<file path="config.mk">
export PLATFORM = sky130hd
export DESIGN_NAME = hex_word_printer
export DESIGN_NICKNAME = d
export VERILOG_FILES = /design/src/rtl/hex_word_printer.sv
export SDC_FILE = /design/constraint.sdc
export NUM_CORES = 1
export LEC_CHECK = 0
export ABC_AREA = 0
export CAP_MARGIN = 5
export CORE_MARGIN = 2
export CORE_UTILIZATION = 25
export DETAILED_ROUTE_END_ITERATION = 8
export PLACE_DENSITY = 0.54
export REMOVE_ABC_BUFFERS = 1
export SLEW_MARGIN = 20
export SYNTH_ARGS = -nofsm -noshare
export SYNTH_HDL_FRONTEND = slang
export SYNTH_SLANG_ARGS = --single-unit
</file>
<file path="constraint.sdc">
create_clock -name clock -period 4.6 [get_ports clock]
set_input_delay 0.92 -clock clock [delete_from_list [all_inputs] [get_ports clock]]
set_output_delay 0.92 -clock clock [all_outputs]
set_load 0.02 [all_outputs]
</file>
<file path="src/rtl/hex_word_printer.sv">
`timescale 1ns/1ps
`default_nettype none
// ============================================================================
// Module      : hex_word_printer
// Description : Prints a NIBBLES-digit word as uppercase ASCII hex, MSB first,
//               over a valid/ready character stream. Optional macro
//               HEX_WORD_PRINTER_NEWLINE_EN appends CR (0x0D) and LF (0x0A).
// Revision    : 1.0 - initial release
// ============================================================================
module hex_word_printer #(
  parameter int NIBBLES = 8
) (
  input  logic                 clock,
  input  logic                 reset,
  input  logic [4*NIBBLES-1:0] in_data,
  input  logic                 in_valid,
  output logic                 in_ready,
  output logic [6:0]           out_char,
  output logic                 out_valid,
  input  logic                 out_ready,
  output logic                 busy
);

  localparam int W  = 4 * NIBBLES;
  localparam int CW = (NIBBLES > 1) ? $clog2(NIBBLES) : 1;
  localparam logic [CW-1:0] C_LAST = CW'(NIBBLES - 1);

`ifdef HEX_WORD_PRINTER_NEWLINE_EN
  typedef enum logic [1:0] {
    S_IDLE = 2'd0,
    S_EMIT = 2'd1,
    S_CR   = 2'd2,
    S_LF   = 2'd3
  } state_t;
`else
  typedef enum logic [0:0] {
    S_IDLE = 1'b0,
    S_EMIT = 1'b1
  } state_t;
`endif

  state_t          state_q, state_d;
  logic [W-1:0]    shift_q, shift_d;
  logic [CW-1:0]   cnt_q,   cnt_d;
  logic [6:0]      char_q,  char_d;
  logic            valid_q, valid_d;

  logic            w_accept;
  logic            w_consume;
  logic [W-1:0]    w_shifted;

  // Digits 10..15 land on 'A'..'F': 0x41 + (n - 10) == 0x37 + n.
  function automatic logic [6:0] hex_char(input logic [3:0] n);
    return (n < 4'd10) ? (7'h30 + {3'b000, n}) : (7'h37 + {3'b000, n});
  endfunction

  // in_ready is forced low combinationally while reset is held.
  assign in_ready  = (state_q == S_IDLE) & ~reset;
  assign busy      = (state_q != S_IDLE);
  assign out_char  = char_q;
  assign out_valid = valid_q;

  assign w_accept  = in_valid & in_ready;
  assign w_consume = valid_q & out_ready;
  assign w_shifted = shift_q << 4;

  always_ff @(posedge clock or posedge reset) begin
    if (reset) begin
      state_q <= S_IDLE;
      shift_q <= '0;
      cnt_q   <= '0;
      char_q  <= 7'h00;
      valid_q <= 1'b0;
    end else begin
      state_q <= state_d;
      shift_q <= shift_d;
      cnt_q   <= cnt_d;
      char_q  <= char_d;
      valid_q <= valid_d;
    end
  end

  always_comb begin
    state_d = state_q;
    shift_d = shift_q;
    cnt_d   = cnt_q;
    char_d  = char_q;
    valid_d = valid_q;
    case (state_q)
      S_IDLE: begin
        if (w_accept) begin
          shift_d = in_data;
          cnt_d   = C_LAST;
          char_d  = hex_char(in_data[W-1 -: 4]);
          valid_d = 1'b1;
          state_d = S_EMIT;
        end
      end
      S_EMIT: begin
        if (w_consume) begin
          shift_d = w_shifted;
          if (cnt_q != '0) begin
            cnt_d  = cnt_q - CW'(1);
            char_d = hex_char(w_shifted[W-1 -: 4]);
          end else begin
`ifdef HEX_WORD_PRINTER_NEWLINE_EN
            char_d  = 7'h0D;
            state_d = S_CR;
`else
            valid_d = 1'b0;
            state_d = S_IDLE;
`endif
          end
        end
      end
`ifdef HEX_WORD_PRINTER_NEWLINE_EN
      S_CR: begin
        if (w_consume) begin
          char_d  = 7'h0A;
          state_d = S_LF;
        end
      end
      S_LF: begin
        if (w_consume) begin
          valid_d = 1'b0;
          state_d = S_IDLE;
        end
      end
`endif
      default: begin
        valid_d = 1'b0;
        state_d = S_IDLE;
      end
    endcase
  end

endmodule
`default_nettype wire
</file>
==> results of run 1 <==
==> final cells by class <==
cell class                 instances  area share
clock inverter                     2     0.00380
tap                              102      0.0484
sequential                        40       0.380
clock buffer                       6      0.0313
multi-input combinational        136       0.344
timing repair buffer              47       0.177
inverter                          11      0.0157
==> worst max-delay path, delay by kind of cell <==
kind,cells,cell delay (ps)
buffers and inverters,2,1070
AND/OR/NAND/NOR,1,110
==> cells in the final DEF (no fill, tap or decap), types with 2 or more instances in the layout <==
master / instances
ha_1: 4
a31oi_1: 2
a21oi_1: 7
xnor2_1: 2
dfrtp_1: 39
mux2i_1: 26
clkinv_2: 2
o21ai_0: 5
nand2_1: 33
clkdlybuf4s50_1: 45
nor2_1: 2
o22a_1: 2
nand2b_1: 2
clkbuf_8: 6
o21ai_1: 24
inv_1: 10
buf_4: 2
o22ai_1: 3
a2bb2oi_1: 2
a22o_1: 4
nand4_1: 2
==> power groups by stage <==
stage | clock (mW) | combinational [mW] | sequential, mW
after floorplan | 0 | 0.255 | 0.581
after global placement | 0 | 0.442 | 0.556
after detailed placement | 0 | 0.448 | 0.559
after CTS | 0.250 | 0.449 | 0.552
after global routing | 0.264 | 0.502 | 0.570
final | 0.241 | 0.443 | 0.550
==> sequential cells by signal, indices dropped and copies added (netlist names) <==
| name | flops |
|---|---|
| out_valid | 1 |
| out_char | 7 |
| busy | 1 |
| shift_q | 28 |
| cnt_q | 3 |
==> path summary, 6_finish.rpt <==
| check | startpoint | end | slack (ps) | cells past startpoint |
|---|---|---|---|---|
| max | reset | in_ready | 1580 | 3 |
| max reg2reg | busy | out_char[3] | 2460 | 4 |
| min in group asynchronous | reset | shift_q[1] | 1140 | 3 |
| max in group asynchronous | reset | busy | 3080 | 3 |
| min reg2reg | shift_q[22] | shift_q[22] | 490 | 2 |
| min | shift_q[22] | shift_q[22] | 490 | 2 |
==> cell families after synthesis <==
logic type | after synthesis | synth area share
adder cells (fa/ha/maj) | 4 | 0.0249
AO/OA/AOI/OAI | 57 | 0.175
AND/OR/NAND/NOR | 46 | 0.106
multiplexers | 27 | 0.135
buffers and inverters | 22 | 0.0517
XOR/XNOR | 2 | 0.00872
flip-flops | 40 | 0.498
==> stage by stage <==
step	total power [mW]	util
floorplan	0.836	-
global placement	0.998	0.327
detailed placement	1.01	0.327
CTS	1.25	0.339
global route	1.34	0.339
finish	1.23	0.339
==> per-layer routing <==
layer / share of wire / global-route usage / up-vias
li1: - / - / 777
met1: 0.51 / 0.149 / 684
met2: 0.42 / 0.158 / 34
met3: 0.058 / 0.0297 / 6
met4: 0.014 / 0.0326 / 0
met5: 0 / 0 / -
==> reports/qor.tcl, run 1 <==
set qor(grt_pass1_vias) 1496
set qor(synth.area.top_cells) {dfrtp_1, mux2i_1, nand2_1, o21ai_1, ha_1}
set qor(routedWlPerCell_um) 12.5
set qor(finalClockSkew_ps) 8.86
set qor(vias) 1501
set qor(cp_data_arrival_time_ps) 2100
set qor(post_synth.cell_area_avg_um2) 10.1
set qor(yosys_register_bits) 40
set qor(antenna_violating_nets_post_route) 0
set qor(worstPathRequired_ps) 3680
set qor(ir_worst_vdd_mv) 0.126
set qor(endpoint_kind) {primary output}
set qor(gr-usage-all-layers) 0.106
set qor(power_switching_share) 0.347
set qor(drive_above_1_share) 0.0579
set qor(rows) 32
set qor(postSynth.asyncResetShare) 1.00
set qor(clock-root-buffer) {clkbuf_8}
set qor(die_w_um) 93.7
set qor(syn_to_final_growth_pct) 31.1
set qor(grt_max_degree) 53
set qor(final_max_slew_viol_count) 0
set qor(cts_sinks) 40
set qor(path_clk_slew_ps) 80
set qor(leakage_nw) 1.25
set qor(multi_input_comb_area_um2) 906
set qor(number_of_antenna_violations_at_the_first_check_in_global_routing) 0
set qor(pre_cts_ws_ps) 1570
set qor(remaining_max_slew_budget_at_the_tightest_pin) 0.411
set qor(clock_latency_ps) 290
set qor(design.portCount) 46
set qor(fmax_ghz) 0.331
set qor(hold_violations) 0
set qor(placeableCoreArea_um2) 7770
set qor(total_die_area_um2) 8770
set qor(post_synth_instance_area_um2) 2010
set qor(netlist.area_leader.share) 0.498
set qor(vias_per_cell) 4.36
set qor(detailed_place_hpwl_um) 2960
set qor(combinational_group_share_of_total_power) 0.359
set qor(power.share.sequential) 0.445
set qor(finalSetupViolCount) 0
set qor(synth-edff-count) 0
set qor(maximum_level_of_the_cts_h_tree) 2
set qor(clock_tree_from_tritoncts) {yes}
set qor(clock_path_buffers) 2
set qor(cell_internal_pwr_mw) 0.806
set qor(placed_cells_incl_taps) 336
set qor(net-switching-power_mw) 0.428
set qor(setup_tns_ps) 0
set qor(max-cap-violations) 0
set qor(period_minus_slack_ps) 3020
set qor(instances_no_fill) 344
set qor(crit_chain) {clkdlybuf4s50_1 -> nor2_1 -> clkdlybuf4s50_1}
set qor(io_buffers) 45
set qor(worstPathMaxFanout) 4
set qor(critical_path.most_common_cell) {clkdlybuf4s50_1}
set qor(placedInstanceArea_um2) 2540
set qor(grt_overflow) 0
set qor(rsz_0062_raised_after_global_routing) {no}
set qor(yosys_warnings) 0
set qor(post_synth_inst_count) 198
set qor(number_of_fill_cells) 824
set qor(cts_buffers) 5
set qor(fin_ws_ps) 1580
set qor(postLayoutCellArea_um2) 2640
set qor(critical-path-slowest-cell) {clkdlybuf4s50_1}
set qor(layout_worst_path_cycle_share) 0.657
set qor(gpl.final_weighted_congestion) 0.749
set qor(cp-start-kind) {input port}
set qor(max_slew.worst_pin.slew_ps) 883
set qor(number_of_buffers_added_to_fix_hold_violations_after_cts) 0
set qor(post-synth-top-count-cell) {dfrtp_1}
set qor(yosys_most_used_dff) {dfrtp_1}
set qor(drt_drc_violations_left) 0
set qor(antenna_cells_inserted) 0
set qor(post_cts.repair.setup_buffers) 0
set qor(worst_path_largest_cell_delay_ps) 610
set qor(wire_length_of_the_first_global_routing_pass_um) 7270
set qor(routed_wirelength_um) 4310
set qor(seq_area_frac_synth) 0.498
set qor(synth_commonest_cells) {dfrtp_1, nand2_1, mux2i_1}
set qor(p_clk_frac) 0.196
set qor(cells_resized_by_post_cts_repair) 0
set qor(die_y_um) 93.7
set qor(synth_cell_type_count) 37
set qor(p_per_area_nw_per_um2) 468
set qor(min_path_type) {reg2reg}
set qor(sequential_cell_area_um2) 1000
set qor(total_nets_final) 281
set qor(initial_core_util) 0.259
set qor(yosysTopAreaCell) {dfrtp_1}
set qor(drtIter0Drc) 95
set qor(outcome) {complete, no violations}
set qor(drt_first_pass_iters) 4
set qor(setup_crit_path_kind) {in2out}
set qor(hold_ws_ps) 489
No activity file was read; power rests on OpenSTA's default activity.
==> run 2: changes to the inputs <==
==> constraint.sdc (replaced) <==
create_clock -name clock -period 2.8 [get_ports clock]
set_input_delay 0.56 -clock clock [delete_from_list [all_inputs] [get_ports clock]]
set_output_delay 0.56 -clock clock [all_outputs]
set_load 0.02 [all_outputs]
==> run 2 against run 1 <==
  * Non-clock buffer count rose by 3
  * Core utilization up 0.26 points
  * Critical endpoint unchanged
  * Register-to-register slack worse by 1500 ps
  * Worst hold slack worse by 5.0 ps
  * Die area is the same
==> reports/qor.tcl, run 2 (synthesis results as in run 1) <==
set qor(clock_path_buffers) 2 ;# unchanged
set qor(cp_data_arrival_time_ps) 1750 ;# -350 ps
set qor(drtIter0Drc) 92 ;# -3.2%
set qor(cp-start-kind) {input port}
set qor(met1_length_um) 2160 ;# -1.3%
set qor(total_nets_final) 284 ;# +1.1%
set qor(remaining_max_slew_budget_at_the_tightest_pin) 0.421 ;# +0.00998
set qor(cells_resized_by_post_cts_repair) 0 ;# unchanged
set qor(setup_tns_ps) 0 ;# unchanged
set qor(critical_path_buf_inv_count) 2 ;# unchanged
set qor(routed_wirelength_um) 4290 ;# -0.44%
set qor(max_slew.worst_pin.slew_ps) 863 ;# -20.3 ps
set qor(route.met2.wl_um) 1860 ;# +3.0%
set qor(clock-root-buffer) {clkbuf_8}
set qor(rsz_0062_raised_after_global_routing) {no}
set qor(syn_to_final_growth_pct) 32.1
set qor(setup_crit_path_kind) {in2out}
set qor(fmax_ghz) 0.432
set qor(ir_worst_vdd_mv) 0.258 ;# +100%
set qor(wire_length_of_the_first_global_routing_pass_um) 7280 ;# +0.19%
set qor(number_of_antenna_violations_at_the_first_check_in_global_routing) 0 ;# unchanged
set qor(maximum_level_of_the_cts_h_tree) 2 ;# unchanged
set qor(finalClockSkew_ps) 3.36 ;# -5.50 ps
set qor(max-cap-violations) 0 ;# unchanged
set qor(grt_pass1_vias) 1536 ;# +2.7%
set qor(gr-usage-all-layers) 0.106 ;# +0.000170
set qor(antenna_violating_nets_post_route) 0 ;# unchanged
set qor(worstPathRequired_ps) 2240 ;# -1440 ps
set qor(vias) 1544 ;# +2.9%
set qor(routedWlPerCell_um) 12.4 ;# -1.3%
set qor(largest_register) {shift_q}
set qor(drt_drc_violations_left) 0 ;# unchanged
set qor(number_of_fill_cells) 833 ;# +1.1%
set qor(met3_wl_um) 213 ;# -14%
set qor(pre_cts_ws_ps) 434 ;# -1140 ps
set qor(fin_ws_ps) 486 ;# -1090 ps
set qor(reg2reg_depth) 3 ;# -1
set qor(grt_overflow) 0 ;# unchanged
set qor(power_switching_share) 0.342 ;# -0.00437
set qor(max_reg_flops) 28 ;# unchanged
set qor(cell_internal_pwr_mw) 1.33 ;# +65%
set qor(utilization) 0.342 ;# +0.00258
set qor(clock_tree_from_tritoncts) {yes}
set qor(drive_above_1_share) 0.0612 ;# +0.00337
set qor(combinational_group_share_of_total_power) 0.361 ;# +0.002
set qor(critical-path-slowest-cell) {clkdlybuf4s50_1}
set qor(detailed_place_hpwl_um) 3170 ;# +7.2%
set qor(initial_core_util) 0.259 ;# unchanged
set qor(multi_input_comb_area_um2) 906 ;# unchanged
set qor(grt_max_degree) 53 ;# unchanged
set qor(finalSetupViolCount) 0 ;# unchanged
set qor(power.share.sequential) 0.445 ;# about the same
set qor(cts_buffers) 5 ;# unchanged
set qor(final_common_cell) {clkdlybuf4s50_1}
set qor(worstHoldPathCells) 2 ;# unchanged
set qor(p_clk_frac) 0.194 ;# -0.002
set qor(die_y_um) 93.7 ;# unchanged
set qor(number_of_buffers_added_to_fix_hold_violations_after_cts) 0 ;# unchanged
set qor(design.portCount) 46 ;# unchanged
set qor(io_buffers) 45 ;# unchanged
set qor(placeableCoreArea_um2) 7770 ;# unchanged
set qor(worst-path-stages) 3 ;# unchanged
set qor(layout_worst_path_cycle_share) 0.826
set qor(endpoint_kind) {primary output}
set qor(post_cts.repair.setup_buffers) 0 ;# unchanged
set qor(gpl.final_weighted_congestion) 0.764 ;# +1.9%
set qor(die_w_um) 93.7 ;# unchanged
set qor(path_clk_slew_ps) 70 ;# about the same
set qor(total_die_area_um2) 8770 ;# unchanged
set qor(path_delay_family) {buffers and inverters}
set qor(worst_path_largest_cell_delay_ps) 610 ;# about the same
set qor(hold_violations) 0 ;# unchanged
set qor(net-switching-power_mw) 0.692 ;# +62%
set qor(antenna_cells_inserted) 0 ;# unchanged
set qor(clock_latency_ps) 290 ;# about the same
set qor(cts_sinks) 40 ;# unchanged
set qor(drt_first_pass_iters) 4 ;# unchanged
set qor(sequential_cell_area_um2) 1000 ;# unchanged
set qor(outcome) {complete, no violations}
set qor(worstPathMaxFanout) 4 ;# unchanged
set qor(leakage_nw) 1.26 ;# +0.72%
set qor(vias_per_cell) 4.45 ;# +2.0%
set qor(rows) 32 ;# unchanged
set qor(critical_path.most_common_cell) {clkdlybuf4s50_1}
set qor(p_per_area_nw_per_um2) 762 ;# +63%
set qor(period_minus_slack_ps) 2310
set qor(crit_chain) {clkdlybuf4s50_1 -> nor2_1 -> clkdlybuf4s50_1}
set qor(top_layer) {met4}
set qor(totalPowerFinal_mw) 2.02 ;# +64%
set qor(layout.cells.most_common_list) {clkdlybuf4s50_1, dfrtp_1, nand2_1}
set qor(final_max_slew_viol_count) 0 ;# unchanged
set qor(min_path_type) {reg2reg}
==> run 2: cell type report <==
cell class,instances,share of cell area
clock buffers,8,0.0339
inverters,11,0.0156
multi-input cells,136,0.341
flip-flops and latches,40,0.377
well taps,102,0.0481
repair buffers,50,0.184
==> run 2: path summary, 6_finish.rpt <==
| kind | start | end | slack, ps |
|---|---|---|---|
| worst max register to register | busy | shift_q[0] | 930 |
| max in group asynchronous | reset | busy | 1460 |
| min in group asynchronous | reset | shift_q[1] | 760 |
| worst min-delay path | shift_q[17] | shift_q[17] | 480 |
| worst min register to register | shift_q[17] | shift_q[17] | 480 |
| worst max-delay path | reset | in_ready | 490 |
==> run 2: metal layers <==
layer,up-vias,global-route usage
li1,789,-
met3,5,0.0297
met5,-,0
met2,35,0.163
met1,715,0.145
met4,0,0.0326
==> run 2: power by group through the flow <==
stage	sequential, mW	combinational [mW]	clock, mW
floorplan	0.955	0.419	0
global placement	0.911	0.728	0
detailed placement	0.916	0.740	0
CTS	0.904	0.743	0.408
global route	0.932	0.828	0.432
finish	0.901	0.729	0.392
==> run 2: worst min-delay path: stages (launching register included) <==
cell and delay (ps):
dfrtp_1 350, nand2_1 50, o21ai_1 60
==> run 2: per-stage QoR <==
stage	instances	cell area, um2	hold slack (ps)
floorplan	187	1950	455
global placement	339	2560	466
detailed placement	339	2560	475
CTS	347	2660	492
global route	347	2660	510
finish	347	2660	484
==> run 3: changes to the inputs <==
--- a/config.mk
+++ b/config.mk
@@ -10,7 +10,7 @@
 export CORE_MARGIN = 2
 export CORE_UTILIZATION = 25
 export DETAILED_ROUTE_END_ITERATION = 8
-export PLACE_DENSITY = 0.54
+export PLACE_DENSITY = 0.55
 export REMOVE_ABC_BUFFERS = 1
 export SLEW_MARGIN = 20
 export SYNTH_ARGS = -nofsm -noshare
==> constraint.sdc (replaced) <==
create_clock -name clock -period 1.95 [get_ports clock]
set_input_delay 0.39 -clock clock [delete_from_list [all_inputs] [get_ports clock]]
set_output_delay 0.39 -clock clock [all_outputs]
set_load 0.02 [all_outputs]
==> run 3 against run 2 <==
  * Worst setup slack worse by 370 ps
  * Sequential power up 44%
  * Critical path depth down 2
  * Combinational power up 55%
  * Via count up 3.6%
  * Worst hold slack better by 3.4 ps
  * First-iteration DRC count down 5.4%
  * Register-to-register slack worse by 600 ps
  * Wire length up 3.1%
  * Critical endpoint is now busy
==> reports/qor.tcl, run 3 (synthesis results as in run 1) <==
set qor(max-cap-violations) 0 ;# unchanged
set qor(die_y_um) 93.7 ;# unchanged
set qor(number_of_antenna_violations_at_the_first_check_in_global_routing) 0 ;# unchanged
set qor(grt_overflow) 0 ;# unchanged
set qor(critical-path-slowest-cell) {clkdlybuf4s50_1}
set qor(setup_tns_ps) 0 ;# unchanged
set qor(endpoint_kind) {primary output}
set qor(worstPathMaxFanout) 10 ;# +6
set qor(clock_tree_from_tritoncts) {yes}
set qor(period_minus_slack_ps) 1830
set qor(clock_latency_ps) 290 ;# about the same
set qor(final_common_cell) {clkdlybuf4s50_1}
set qor(grt_pass1_vias) 1595 ;# +3.8%
set qor(setup_crit_path_kind) {reg2out}
set qor(min_path_type) {reg2reg}
set qor(clock_path_buffers) 2 ;# unchanged
set qor(instances_no_fill) 358 ;# +3.2%
set qor(wire_length_of_the_first_global_routing_pass_um) 7580 ;# +4.1%
set qor(detailed_place_hpwl_um) 3210 ;# +1.2%
set qor(gr-usage-all-layers) 0.110 ;# +0.00401
set qor(rsz_0062_raised_after_global_routing) {no}
set qor(clock-root-buffer) {clkbuf_8}
set qor(remaining_max_slew_budget_at_the_tightest_pin) 0.782 ;# +0.360
set qor(fmax_ghz) 0.546
set qor(max_reg_flops) 28 ;# unchanged
set qor(cp-start-kind) {flop}
set qor(worstPathRequired_ps) 1560 ;# -680 ps
set qor(max_slew.worst_pin.slew_ps) 328 ;# -535 ps
set qor(antenna_violating_nets_post_route) 0 ;# unchanged
set qor(worst_path_largest_cell_delay_ps) 660 ;# +50 ps
set qor(min-delay-start) {shift_q[16]}
set qor(outcome) {complete, no violations}
set qor(placed_cells_incl_taps) 350 ;# +3.2%
set qor(drtIter0Drc) 87 ;# -5.4%
set qor(cp_data_arrival_time_ps) 1440 ;# -310 ps
set qor(placedInstanceArea_um2) 2690 ;# +4.7%
set qor(layout.cells.most_common_list) {clkdlybuf4s50_1, dfrtp_1, nand2_1}
set qor(path_delay_family) {buffers and inverters}
set qor(crit_chain) {clkdlybuf4s50_1}
set qor(worst_flop_to_flop_path_endpoint) {shift_q[0]}
set qor(r2r_setup_slack_ps) 330 ;# -600 ps
set qor(gpl.final_weighted_congestion) 0.846 ;# +11%
set qor(crit-reg2reg-launch) {busy}
set qor(design.portCount) 46 ;# unchanged
set qor(cts_buffers) 5 ;# unchanged
set qor(largest_register) {shift_q}
set qor(io_buffers) 45 ;# unchanged
set qor(worstHoldEndpoint) {shift_q[16]}
set qor(worstHoldPathCells) 2 ;# unchanged
set qor(totalPowerFinal_mw) 2.99 ;# +48%
set qor(drt_first_pass_iters) 4 ;# unchanged
set qor(reg2reg_depth) 4 ;# +1
set qor(vias_per_cell) 4.47 ;# +0.38%
set qor(p_per_area_nw_per_um2) 1080 ;# +42%
set qor(syn_to_final_growth_pct) 38.2
set qor(initial_core_util) 0.259 ;# unchanged
set qor(maximum_level_of_the_cts_h_tree) 2 ;# unchanged
set qor(final_max_slew_viol_count) 0 ;# unchanged
set qor(number_of_buffers_added_to_fix_hold_violations_after_cts) 0 ;# unchanged
set qor(finalClockSkew_ps) 4.10 ;# +0.747 ps
set qor(drt_drc_violations_left) 0 ;# unchanged
set qor(layout_worst_path_cycle_share) 0.940
set qor(critical_path_buf_inv_count) 1 ;# -1
set qor(postLayoutCellArea_um2) 2780 ;# +4.6%
set qor(finalSetupViolCount) 0 ;# unchanged
set qor(routed_wirelength_um) 4420 ;# +3.1%
set qor(total_nets_final) 295 ;# +3.9%
set qor(path_clk_slew_ps) 70 ;# about the same
set qor(total_die_area_um2) 8770 ;# unchanged
set qor(drive_above_1_share) 0.102 ;# +0.0403
set qor(ir_worst_vdd_mv) 0.429 ;# +67%
set qor(utilization) 0.358 ;# +0.0158
set qor(leakage_nw) 1.35 ;# +7.0%
set qor(hold_violations) 0 ;# unchanged
set qor(die_w_um) 93.7 ;# unchanged
set qor(vias) 1599 ;# +3.6%
set qor(routedWlPerCell_um) 12.3 ;# about the same
set qor(placeableCoreArea_um2) 7770 ;# unchanged
set qor(grt_max_degree) 41 ;# -23%
set qor(cts_sinks) 40 ;# unchanged
set qor(antenna_cells_inserted) 0 ;# unchanged
set qor(rows) 32 ;# unchanged
run 3: cell types whose count changed in the layout (fill, tap and decap cells not counted), sizes merged:
cell	change
buf	+11
dlymetal6s2s	+1
clkdlybuf4s50	-1
run 3: stage by stage:
step | worst slack, ps | hold slack, ps
after global placement | 4.08 | 467
after detailed placement | 0.430 | 475
final | 118 | 488
after floorplan | -962 | 455
after global routing | 60.2 | 522
after CTS | 8.14 | 493
run 3: area by class of cell:
cell class,count,area (um2)
Multi-Input combinational cell,136,906
Fill cell,818,4990
Inverter,11,41.3
Clock buffer,8,90.1
Sequential cell,40,1000
Tap cell,102,128
Timing Repair Buffer,61,611
run 3: what timing repair did:
| action | CTS | global route |
|---|---|---|
| setup buffers | 0 | 0 |
| endpoints found under the setup margin | 0 | 1 |
| resized for setup | 0 | 1 |
run 3: per-layer routing:
layer	global-route usage	up-vias	wire, um
met3	0.0361	4	280
met1	0.150	735	2080
met5	0	-	0
li1	-	811	-
met2	0.168	49	2030
met4	0.0290	0	34
run 3: worst max-delay path by stage:
stage,endpoint,depth (start not counted),start
after floorplan,shift_q[10],3,busy
after global placement,shift_q[0],5,in_valid
after detailed placement,shift_q[2],5,in_valid
after CTS,in_ready,2,busy
after global routing,busy,1,busy
final,busy,1,busy
run 3: report_power, final:
part | internal (mW) | switching (mW) | leakage [nW]
Clock | 0.289 | 0.277 | 0.0455
Combinational | 0.581 | 0.552 | 0.783
Sequential | 1.11 | 0.187 | 0.520
